$ cat config.mk
export PLATFORM = sky130hd
export DESIGN_NAME = uart_tx_arbiter
export DESIGN_NICKNAME = d
export VERILOG_FILES = /design/src/rtl/uart_pkg.sv /design/src/rtl/uart_rr_pick.sv /design/src/rtl/uart_tx_arbiter.sv
export SDC_FILE = /design/constraint.sdc
export NUM_CORES = 1
export LEC_CHECK = 0
export ABC_AREA = 1
export CORE_MARGIN = 5
export CORE_UTILIZATION = 54
export DETAILED_ROUTE_END_ITERATION = 16
export PLACE_DENSITY = 0.81
export SYNTH_ARGS = -nofsm -noshare
export SYNTH_HDL_FRONTEND = slang
export SYNTH_SLANG_ARGS = --single-unit
$ cat constraint.sdc
create_clock -name clk -period 2.9 [get_ports clk]
set_input_delay 0.29 -clock clk [delete_from_list [all_inputs] [get_ports clk]]
set_output_delay 0.29 -clock clk [all_outputs]
set_load 0.05 [all_outputs]
$ cat src/rtl/uart_pkg.sv
// uart_pkg: shared types and constants for the UART transmit path.
package uart_pkg;

    localparam int UART_DATA_WIDTH = 8;

    typedef enum logic [1:0] {
        IDLE = 2'b00,
        SEND = 2'b01,
        BUSY = 2'b10,
        NEXT = 2'b11
    } arb_state_t;

    // Width of a counter that must hold 0..max; never narrower than 1 bit.
    function automatic int cnt_width(input int max);
        return (max < 1) ? 1 : $clog2(max + 1);
    endfunction

endpackage

$ cat src/rtl/uart_rr_pick.sv
// uart_rr_pick: combinational round-robin search over a request vector,
// starting at ptr and wrapping past N_REQ-1 to 0.
module uart_rr_pick
    import uart_pkg::*;
#(
    parameter int  N_REQ    = 4,
    localparam int LB_N_REQ = $clog2(N_REQ)
) (
    input  logic [N_REQ-1:0]    req,
    input  logic [LB_N_REQ-1:0] ptr,
    output logic                any,
    output logic [LB_N_REQ-1:0] idx,
    output logic [N_REQ-1:0]    onehot
);

    localparam logic [LB_N_REQ:0] N_EXT = (LB_N_REQ + 1)'(N_REQ);

    logic [LB_N_REQ:0] cand;

    always_comb begin
        any    = 1'b0;
        idx    = '0;
        onehot = '0;
        cand   = '0;
        // Scan from the far end back toward ptr so the nearest hit wins.
        for (int k = N_REQ - 1; k >= 0; k--) begin
            cand = {1'b0, ptr} + (LB_N_REQ + 1)'(k);
            if (cand >= N_EXT) begin
                cand = cand - N_EXT;
            end
            if (req[cand[LB_N_REQ-1:0]]) begin
                any    = 1'b1;
                idx    = cand[LB_N_REQ-1:0];
                onehot = '0;
                onehot[cand[LB_N_REQ-1:0]] = 1'b1;
            end
        end
    end

endmodule

$ cat src/rtl/uart_tx_arbiter.sv
// uart_tx_arbiter: shares one UART transmitter among N_REQ requesters with
// round-robin grants held for a whole packet or until the owner stalls.
module uart_tx_arbiter
    import uart_pkg::*;
#(
    parameter int  N_REQ       = 4,
    parameter int  DATA_WIDTH  = UART_DATA_WIDTH,
    parameter int  GAP_TIMEOUT = 100_000,
    localparam int LB_N_REQ    = $clog2(N_REQ)
) (
    input  logic                  clk,
    input  logic                  rstn,
    input  logic [N_REQ-1:0]      req_valid,
    input  logic [DATA_WIDTH-1:0] req_data [N_REQ],
    input  logic [N_REQ-1:0]      req_last,
    output logic [N_REQ-1:0]      req_ready,
    output logic                  tx_valid,
    output logic [DATA_WIDTH-1:0] tx_data,
    input  logic                  tx_ready,
    output logic                  grant_valid,
    output logic [LB_N_REQ-1:0]   grant_id,
    output logic                  timeout_pulse
);

    localparam int                  GAP_W     = cnt_width(GAP_TIMEOUT);
    localparam logic [GAP_W-1:0]    GAP_LIMIT = GAP_W'(GAP_TIMEOUT);
    localparam logic [LB_N_REQ-1:0] LAST_ID   = LB_N_REQ'(N_REQ - 1);

    arb_state_t            state_q;
    logic [LB_N_REQ-1:0]   rr_ptr_q;
    logic [LB_N_REQ-1:0]   owner_q;
    logic [DATA_WIDTH-1:0] hold_data_q;
    logic                  hold_last_q;
    logic                  tx_valid_q;
    logic                  grant_valid_q;
    logic                  timeout_q;
    logic [GAP_W-1:0]      gap_q;

    logic                  pick_any;
    logic [LB_N_REQ-1:0]   pick_idx;
    logic [N_REQ-1:0]      pick_onehot;
    logic [LB_N_REQ-1:0]   rr_ptr_d;
    logic [GAP_W-1:0]      gap_d;
    logic                  gap_expired;
    logic                  owner_valid;

    uart_rr_pick #(
        .N_REQ (N_REQ)
    ) u_pick (
        .req    (req_valid),
        .ptr    (rr_ptr_q),
        .any    (pick_any),
        .idx    (pick_idx),
        .onehot (pick_onehot)
    );

    assign rr_ptr_d    = (owner_q == LAST_ID) ? '0
                                              : owner_q + LB_N_REQ'(1);
    assign gap_d       = (&gap_q) ? gap_q : gap_q + GAP_W'(1);
    assign gap_expired = (GAP_TIMEOUT != 0) && (gap_d == GAP_LIMIT);
    assign owner_valid = req_valid[owner_q];

    // Ready is gated by reset so no requester sees an accept that is dropped.
    always_comb begin
        req_ready = '0;
        if (rstn) begin
            unique case (state_q)
                IDLE:    req_ready = pick_onehot;
                NEXT:    req_ready[owner_q] = 1'b1;
                default: req_ready = '0;
            endcase
        end
    end

    always_ff @(posedge clk) begin
        if (!rstn) begin
            state_q       <= IDLE;
            rr_ptr_q      <= '0;
            owner_q       <= '0;
            hold_data_q   <= '0;
            hold_last_q   <= 1'b0;
            tx_valid_q    <= 1'b0;
            grant_valid_q <= 1'b0;
            timeout_q     <= 1'b0;
            gap_q         <= '0;
        end else begin
            timeout_q <= 1'b0;
            unique case (state_q)
                IDLE: begin
                    if (pick_any) begin
                        hold_data_q   <= req_data[pick_idx];
                        hold_last_q   <= req_last[pick_idx];
                        owner_q       <= pick_idx;
                        grant_valid_q <= 1'b1;
                        tx_valid_q    <= 1'b1;
                        state_q       <= SEND;
                    end
                end
                SEND: begin
                    if (tx_ready) begin
                        tx_valid_q <= 1'b0;
                        state_q    <= BUSY;
                    end
                end
                BUSY: begin
                    if (tx_ready) begin
                        if (hold_last_q) begin
                            rr_ptr_q      <= rr_ptr_d;
                            grant_valid_q <= 1'b0;
                            state_q       <= IDLE;
                        end else begin
                            gap_q   <= '0;
                            state_q <= NEXT;
                        end
                    end
                end
                NEXT: begin
                    if (owner_valid) begin
                        hold_data_q <= req_data[owner_q];
                        hold_last_q <= req_last[owner_q];
                        tx_valid_q  <= 1'b1;
                        state_q     <= SEND;
                    end else begin
                        gap_q <= gap_d;
                        if (gap_expired) begin
                            timeout_q     <= 1'b1;
                            rr_ptr_q      <= rr_ptr_d;
                            grant_valid_q <= 1'b0;
                            state_q       <= IDLE;
                        end
                    end
                end
                default: state_q <= IDLE;
            endcase
        end
    end

    assign tx_valid      = tx_valid_q;
    assign tx_data       = hold_data_q;
    assign grant_valid   = grant_valid_q;
    assign grant_id      = owner_q;
    assign timeout_pulse = timeout_q;

endmodule

==> results, run 1 <==
- The flow ran to the end, and the final reports show no timing, DRC or antenna violations.
- Data on the critical path arrives at its endpoint at around 2.4 ns.
- The number of buffers and inverters on the critical path is 3.
- The cell internal power dissipation is about 1900 uW.
- IR analysis of the VDD net gives a maximum drop of between 0.0005 and 0.0006 V.
- The vias after detailed routing is approximately 3800.
- The net switching power is ~2300 uW.
- The critical path launch point type is a flip-flop.
- The number of warnings issued by yosys is 0.
- The part of the total power dissipated in the clock network is 0.110.
- The worst pin sits at a relative slew slack of 0.3241.
- Ranked by total cell area, the synthesized netlist is headed by dfxtp_1 21%, nand2_1 16%, nand3_2 9.4%.
- For this run, the top clock speed supported by timing is 0.3757 GHz.
- The share of total power dissipated in sequential elements is 0.161.
- The accumulated negative setup slack is 0 ns.
- The die height is roughly 89 um.
- The worst hold path begins at gap_q[11]$_SDFFE_PN0P_.
- The flip-flop cell with the highest count after synthesis is dfxtp_1.
- During I/O placement, the number of pins put on the boundary was 60.
- The count of distinct cell types in the synthesized netlist is between 40 and 50.
- For flop-to-flop paths, the worst setup slack is between 0.4 and 0.5 ns.
- The synthesis-to-layout area growth is 23.54%.
- The post-route minimum period is ~2.7 ns.
- Setup repair after global routing left no endpoint under its margin.
- The power density over the cells is approximately 1000 nW/um^2.
- The final clock skew is ~0.0066 ns.
- Row generation in the floorplan step produced 29 rows.
- The combinational cell fraction of total power is 0.729.
- The area of all sequential standard cells is 701.9 sq um.
- In the routed design, unresolved DRC markers number 0.
- The synthesized design contains 35 register bits.
- The TritonCTS clock tree is built.
- Entering global routing, the biggest net connects 31 pins.
- Clock-pin slew was measured on the worst setup and hold paths at 0.07 ns.
- The routed design uses roughly 810 um of met3 wire.
- In this run the deepest clock path goes through 2 buffers.
- The fraction of registers with async set or reset after synthesis is 0.
- Setup slack on the critical path of the routed design comes to around 0.24 ns.
- The worst slack at placement is between 0.4 and 0.5 ns.
- The number of CTS-inserted buffers is 5.
- The cell type with the highest aggregate area in the netlist is dfxtp_1.
- The synthesized area per cell is 6.206 sq um.
- The min-delay analysis places its worst path in the category reg2reg.
- The cell depth of the worst hold path is 2.
- The number of global-route vias before repair is approximately 3400.
- The all-layer global routing usage is 0.2461.
- The final weighted congestion in routability-driven placement is ~0.99.
- Of the total power, the share spent switching nets is 0.5391.
- The class of the most critical setup path is reg2out.
- The routed design uses about 4.3 mm of met2 wire.
- Across the run, the number of max-cap violations was 0.
- The fraction of the yosys area taken by sequential cells is 0.2057.
- The final layout contains routed wiring with a total length of 9.615 mm.
- The area of combinational cells with multiple inputs is ~2300 sq um.
- The area of the core region is around 6200 sq um.
- The top routing layer in use is met4.
- The remaining antenna violation count is 0.
- The first-pass GRT wire length is between 15 and 20 mm.
- The total iterations of the first detailed-routing run is 6.
- The hold path endpoint is gap_q[11]$_SDFFE_PN0P_.
- For the pin with the worst max-slew slack, the measured transition is roughly 1 ns.
- The number of antenna violations at the first check in global routing is 0.
- The number of sinks handled by clock tree synthesis is 35.
- The slowest stage of the critical path belongs to the cell dfxtp_2.
- The count of final setup violators is 0.
- At the end of the flow, the number of nets in the layout was 667.
- Traced cell by cell, the critical path runs through inv_1 -> ha_1 -> inv_1 -> nand2_1 -> nand2_2 -> nand2_2 -> o21ai_0 -> o21ai_0 -> nand2_1 -> o211ai_1 -> a21oi_1 -> buf_12.
- For this run, the slowest stage of the critical path takes ~0.4 ns.
- The share of Yosys cell area claimed by the top area cell type is 0.2057.
- Sorting the synthesized cells by how often they occur yields 145 x nand2_1, 62 x nor2_1, 58 x inv_1.
- In the final layout, the share of cells above drive strength 1 is 0.1480.
- The number of enable-type register cells in the synthesized netlist is 0.
- Summing all placed instances gives a cell area of just over 4000 sq um.
- The effective utilization at floorplan is 0.5459.
- In this run the cell area of the synthesized design comes to about 3400 sq um.
- Summing all non-filler instances in the final layout gives an area of roughly 4200 sq um.
- In this run the tool buffered the top-level ports with 59 buffer cells.
- The number of hold violations in the final report is 0.
- Among cell families on the critical path, the largest total delay comes from compound AO/OA/AOI/OAI gates.
- The number of nets in the synthesized netlist is between 600 and 700.
- By instance count, the leading cell after synthesis is nand2_1.
- In this run, the number of DRC markers left after iteration 0 of detailed routing was roughly 250.
- Using the TritonRoute via totals, the vias-per-cell ratio works out to 5.496.
- Fill cells in the final layout number approximately 570.
- For this design the static power due to leakage is ~0.0019 uW.
- Detailed placement finished with a half-perimeter wire length of around 7.3 mm.
- The clock latency on the worst-skew pair is slightly below 0.3 ns.
- STA classifies the critical path endpoint as an output port.
- The number of buffers inserted to repair setup after CTS is 0.
- The floorplan step set the die width to just under 90 um.
- The count of pins over their slew limit is 0.
- The worst-path maximum fanout is 7.
- The reg-to-reg endpoint is state_q[0]$_SDFFE_PN0P_.
- After detailed routing, the wire length on met1 is between 4 and 5 mm.
- At the worst endpoint, the required time is 2.61 ns.
- The maximum level of the CTS H-tree is 2.
- The overall die area is approximately 8000 sq um.
- The number of diodes added for antenna fixing is 0.
- The aggregate global routing overflow is 0.
- The detail-routed net length per standard cell is between 10 and 15 um.
- The number of cells on the worst reg-to-reg path is 13.
- The critical path starts at rr_ptr_q[1]$_SDFFE_PN0P_.
- The cell count after synthesis came out at around 550.
- The beginning of the worst register-to-register path is gap_q[0]$_SDFFE_PN0P_.
- The cell at the root of the clock tree is clkbuf_8.
- In the finished design, the share of the clock period the worst path needs comes to 0.9178.
state kept, by name (all words and copies together) (netlist names):
signal	count
gap_q	17
state_q	2
grant_valid	1
tx_valid	1
tx_data	8
hold_last_q	1
grant_id	2
rr_ptr_q	2
timeout_pulse	1
worst max path at each step:
stage / end / cells after the start / slack (ns)
finish: req_ready[3] / 12 / 0.24
global route: req_ready[3] / 12 / 0.02
CTS: req_ready[2] / 12 / 0.15
detailed placement: req_ready[2] / 12 / 0.46
global placement: req_ready[3] / 12 / 0.43
floorplan: req_ready[0] / 11 / 0.25
layout make-up:
type                    count  area share
multi-input cells         428      0.5493
repair buffers             68      0.1659
clock inverters             2    0.008323
inverters                  69     0.06718
flip-flops and latches     35      0.1668
clock buffers               6     0.01962
well taps                  77     0.02289
repair_timing:
item,4_1_cts,5_1_grt
gates resized for setup,0,1
hold buffers,0,0
endpoints found under the setup margin,0,3
cell families after synthesis:
logic type,share of synthesized area
AO/OA/AOI/OAI,0.1454
XOR/XNOR,0.02571
adder cells (fa/ha/maj),0.06243
buffers and inverters,0.1157
flip-flops,0.2057
AND/OR/NAND/NOR,0.4451
placed cells by master (no fill, tap or decap), types with 2 or more instances in the layout:
cell               n
o221ai_1           2
o21ai_1            4
o22ai_1           10
nor2_1            62
xor2_1             7
buf_12             4
or2_2              2
nor2_2             2
clkbuf_8           6
a21oi_1           33
nand4_1            8
nand3_2           32
buf_4              9
inv_2              4
clkinv_1           3
nand3_1           31
ha_1              17
inv_4              2
inv_1             58
clkdlybuf4s50_1   55
dfxtp_1           34
xnor2_1            3
o211ai_1           3
nand2_1          145
nor3_1             5
o21ai_0           32
nand2_2           20
worst reg2reg max path, delay by kind of cell, from the launching register on:
family | cells | cell delay [ns]
AOI/OAI and AO/OA | 1 | 0.14
and+or+nand+nor | 11 | 1.49
DFF | 1 | 0.45
adders and majority gates | 1 | 0.29
routing by layer:
layer,GRT usage,up-vias
met2,0.3972,189
met3,0.04516,20
met5,0,-
met1,0.3403,1662
met4,0.05548,0
li1,-,1894
per-stage QoR:
| step | power [uW] | hold slack, ns | util | instances |
|---|---|---|---|---|
| 4_1_cts | 4173 | 0.4867 | 0.6742 | 685 |
| 5_1_grt | 4539 | 0.5227 | 0.6744 | 685 |
| 3_3_place_gp | 3662 | 0.4685 | 0.6554 | 677 |
| 2_1_floorplan | 3032 | 0.4113 | - | 549 |
| 6_report | 4200 | 0.4855 | 0.6744 | 685 |
| 3_5_place_dp | 3701 | 0.4761 | 0.6554 | 677 |
power groups by stage:
stage / Combinational (uW) / Sequential (uW) / Clock (uW)
floorplan: 2120 / 914 / 0
global placement: 2980 / 683 / 0
detailed placement: 3020 / 684 / 0
CTS: 3030 / 674 / 464
global route: 3370 / 689 / 484
finish: 3060 / 677 / 462
No activity file was read; power rests on OpenSTA's default activity.
==> run 2: changes to the inputs <==
Settings changed: HOLD_SLACK_MARGIN from default to 0.1.
==> results of run 2 <==
Same layout as run 1: the final DEF is identical, and so are final timing and power.
==> run 3: changes to the inputs <==
Settings changed: CAP_MARGIN from default to 30, SETUP_SLACK_MARGIN from default to 0.5.
==> results, run 3 (synthesis gave the netlist of run 1 again) <==
- The upper clock frequency limit is 0.4212 GHz (+12%).
- The critical path's most frequent cell is inv_4.
- The accumulated negative setup slack is 0 ns (unchanged).
- The worst min-delay path category is reg2reg.
- The number of global-route vias before repair is 3570 (+4.3%).
- The number of non-filler instances in the completed layout came to 698 (+1.9%).
- The category of cells accounting for the largest share of critical-path delay is flip-flops.
- The number of input and output port buffers inserted is 59 (unchanged).
- The aggregate global routing overflow is 0 (unchanged).
- Leaving out fill and tap cells, the most frequent cell in the layout is nand2_1.
- The final weighted congestion in routability-driven placement is 0.9961 (+0.32%).
- The die span in x came to 89.43 um (unchanged).
- The number of antenna violations at the first check in global routing was 0 (unchanged).
- The die height came to 89.43 um (unchanged).
- The number of nets in the final layout is 680 (+1.9%).
- The part of the total power dissipated in the clock network came to 0.081 (-0.029).
- The top cell types in the final layout, fill and taps aside, are 139 x nand2_1, 60 x nor2_1, 54 x inv_1.
- The number of hold violations in the final report is 0 (unchanged).
- The count of pins on the block boundary is 60 (unchanged).
- The clock latency on the worst-skew pair came to 0.30 ns (about the same).
- The worst-path maximum fanout is 7 (unchanged).
- The post-route core utilization came to 0.7153 (+0.04090).
- The vias after detailed routing is 3887 (+3.2%).
- The number of sinks handled by clock tree synthesis is 35 (unchanged).
- TritonCTS built the clock tree.
- The post-route minimum period was 2.374 ns (-0.2876 ns).
- The detail-routed net length per standard cell is 14.54 um (+3.6%).
- The required time of the worst setup path is 2.61 ns (about the same).
- The leakage power is 0.002000 uW (+5.0%).
- The net switching power came to 2485 uW (+9.8%).
- The average via count per standard cell is 5.569 (+1.3%).
- The count of final setup violators is 0 (unchanged).
- The effective utilization at floorplan is 0.5459 (unchanged).
- Tracing the worst setup path back leads to its startpoint at rr_ptr_q[0]$_SDFFE_PN0P_.
- The switching share of power came to 0.5490 (+0.009831).
- The DRC violations left is 0 (unchanged).
- The area of the core region is 6241 sq um (unchanged).
- The final worst slack is 0.5258 ns (+0.2876 ns).
- The arrival time at the worst endpoint is 2.08 ns (-0.29 ns).
- The number of CTS-inserted buffers is 5 (unchanged).
- The startpoint identified for the worst hold timing path is gap_q[11]$_SDFFE_PN0P_.
- Setup repair after global routing could not meet its margin everywhere.
- The pin count of the biggest net entering global routing is 31 (unchanged).
- The flow ran to the end, and the final reports show no timing, DRC or antenna violations.
- The final clock skew is 0.006818 ns (+0.0002296 ns).
- The share of total power in sequential cells was 0.155 (-0.006).
- The pin slew with the least headroom to its limit is 1.009 ns (-0.003771 ns).
- The post-route total power is 4527 uW (+7.8%).
- The final wirelength was 10.15 mm (+5.5%).
- The first-pass GRT wire length is 16.23 mm (+2.7%).
- The beginning of the worst register-to-register path is rr_ptr_q[0]$_SDFFE_PN0P_.
- Among all stages on the critical path, the largest delay is contributed by dfxtp_4.
- The number of flip-flops in the largest register is 17 (unchanged).
- The worst IR drop on VDD is 0.0005720 V (-1.2%).
- The number of diodes added for antenna fixing was 0 (unchanged).
- The number of max-cap violations is 0 (unchanged).
- The synthesis-to-layout area growth is 31.03%.
- The number of buffers and inverters on the critical path is 4 (+1).
- The cell at the root of the clock tree is clkbuf_8.
- The overall die area is 7998 sq um (unchanged).
- The number of placed instances with taps included came to 676 (-0.15%).
- The total iterations of the first detailed-routing run came to 5 (-1).
- The placed wire-length estimate is 7.281 mm (-0.31%).
- The critical path goes through inv_8 -> ha_4 -> inv_4 -> nand2_2 -> nand2_4 -> inv_4 -> nor2_1 -> a21oi_2 -> o21ai_1 -> a22oi_1 -> nor2_2 -> buf_12.
- The number of DRC violations after detailed-routing iteration 0 was 309 (+25%).
- The fraction of final layout cells sized beyond drive strength 1 is 0.2093 (+0.06131).
- The cell internal power dissipation is 2042 uW (+5.5%).
- The number of standard-cell rows in the floorplan was 29 (unchanged).
- The maximum level of the CTS H-tree came to 2 (unchanged).
- The post-route clock period utilization was 0.8187 (-0.09916).
- The count of hold-fix buffers inserted at cts came to 0 (unchanged).
- The combinational cell fraction of total power came to 0.764 (+0.035).
- The worst setup path is launched from a flip-flop.
- The worst slack at placement was 0.4346 ns (-0.02327 ns).
- The normalized max-slew margin is 0.3266 (+0.002517).
- STA classifies the critical path endpoint as an output port.
- The remaining antenna violation count was 0 (unchanged).
- The count of pins over their slew limit came to 0 (unchanged).
- More flip-flops sit in one register than any other, and that register is gap_q.
- The clock-pin transition on the worst setup and hold timing paths is 0.08 ns (about the same).
- The maximum clock path buffer count was 2 (unchanged).
- The power density over the cells is 1014 nW/um^2 (+1.6%).
- The all-layer global routing usage is 0.2528 (+0.006714).
- The setup path with the least slack is of type reg2out.
- The delay of the slowest critical-path stage is 0.40 ns (about the same).
## run 3: changes by cell type in the layout (fill, tap and decap cells not counted), sizes merged
| cell | before | now |
|---|---|---|
| dlymetal6s2s | 0 | 2 |
| clkinvlp | 0 | 1 |
| clkinv | 4 | 6 |
| clkbuf | 6 | 5 |
| buf | 13 | 25 |
| bufinv | 2 | 1 |
| clkdlybuf4s50 | 55 | 53 |
## run 3: timing repair
item,in CTS,in global routing
pin swaps,2,13
setup buffers,3,10
hold endpoints to repair,0,0
setup endpoints to repair,14,18
gates cloned,0,1
resized for setup,13,42
## run 3: final timing paths
path / cells after the start / endpoint / slack (ns)
worst max-delay path: 12 / req_ready[2] / 0.53
worst min-delay path: 2 / gap_q[11]$_SDFFE_PN0P_ / 0.50
worst min register to register: 2 / gap_q[11]$_SDFFE_PN0P_ / 0.50
worst max register to register: 16 / tx_data[1]$_SDFFE_PN0P_ / 0.66
## run 3: per-layer routing
layer / up-vias / track usage / part of all wire
li1: 1914 / - / -
met1: 1740 / 0.3454 / 0.43
met2: 209 / 0.3972 / 0.45
met3: 24 / 0.05346 / 0.096
met4: 0 / 0.07848 / 0.017
met5: - / 0 / 0
## run 3: worst register-to-register path, delay by kind of cell (launching register included)
kind	cells	cell delay [ns]
simple gates	9	0.95
buf+inv	5	0.50
flops	1	0.38
compound gates	2	0.33
## run 3: cell type report
class / count / area (sq um)
clock buffers: 5 / 68.82
clock inverters: 3 / 15.01
fillers: 511 / 1777
inverters: 69 / 305.3
multi-input cells: 428 / 2461
flip-flops and latches: 35 / 709.4
well taps: 77 / 96.34
repair buffers: 80 / 800.8
repair inverters: 1 / 7.507
## run 3: power groups by stage
stage          Clock [uW]  Sequential, uW  Combinational (uW)
6_report              365             702                3460
5_1_grt               386             717                3760
4_1_cts               367             702                3060
3_5_place_dp            0             707                2990
3_3_place_gp            0             703                2960
2_1_floorplan           0             914                2140
## run 3: metrics by stage
stage	hold slack [ns]	cell area, sq um
finish	0.4976	4464
global route	0.5106	4464
CTS	0.4957	4238
detailed placement	0.4821	4096
global placement	0.4742	4096
floorplan	0.4113	3421
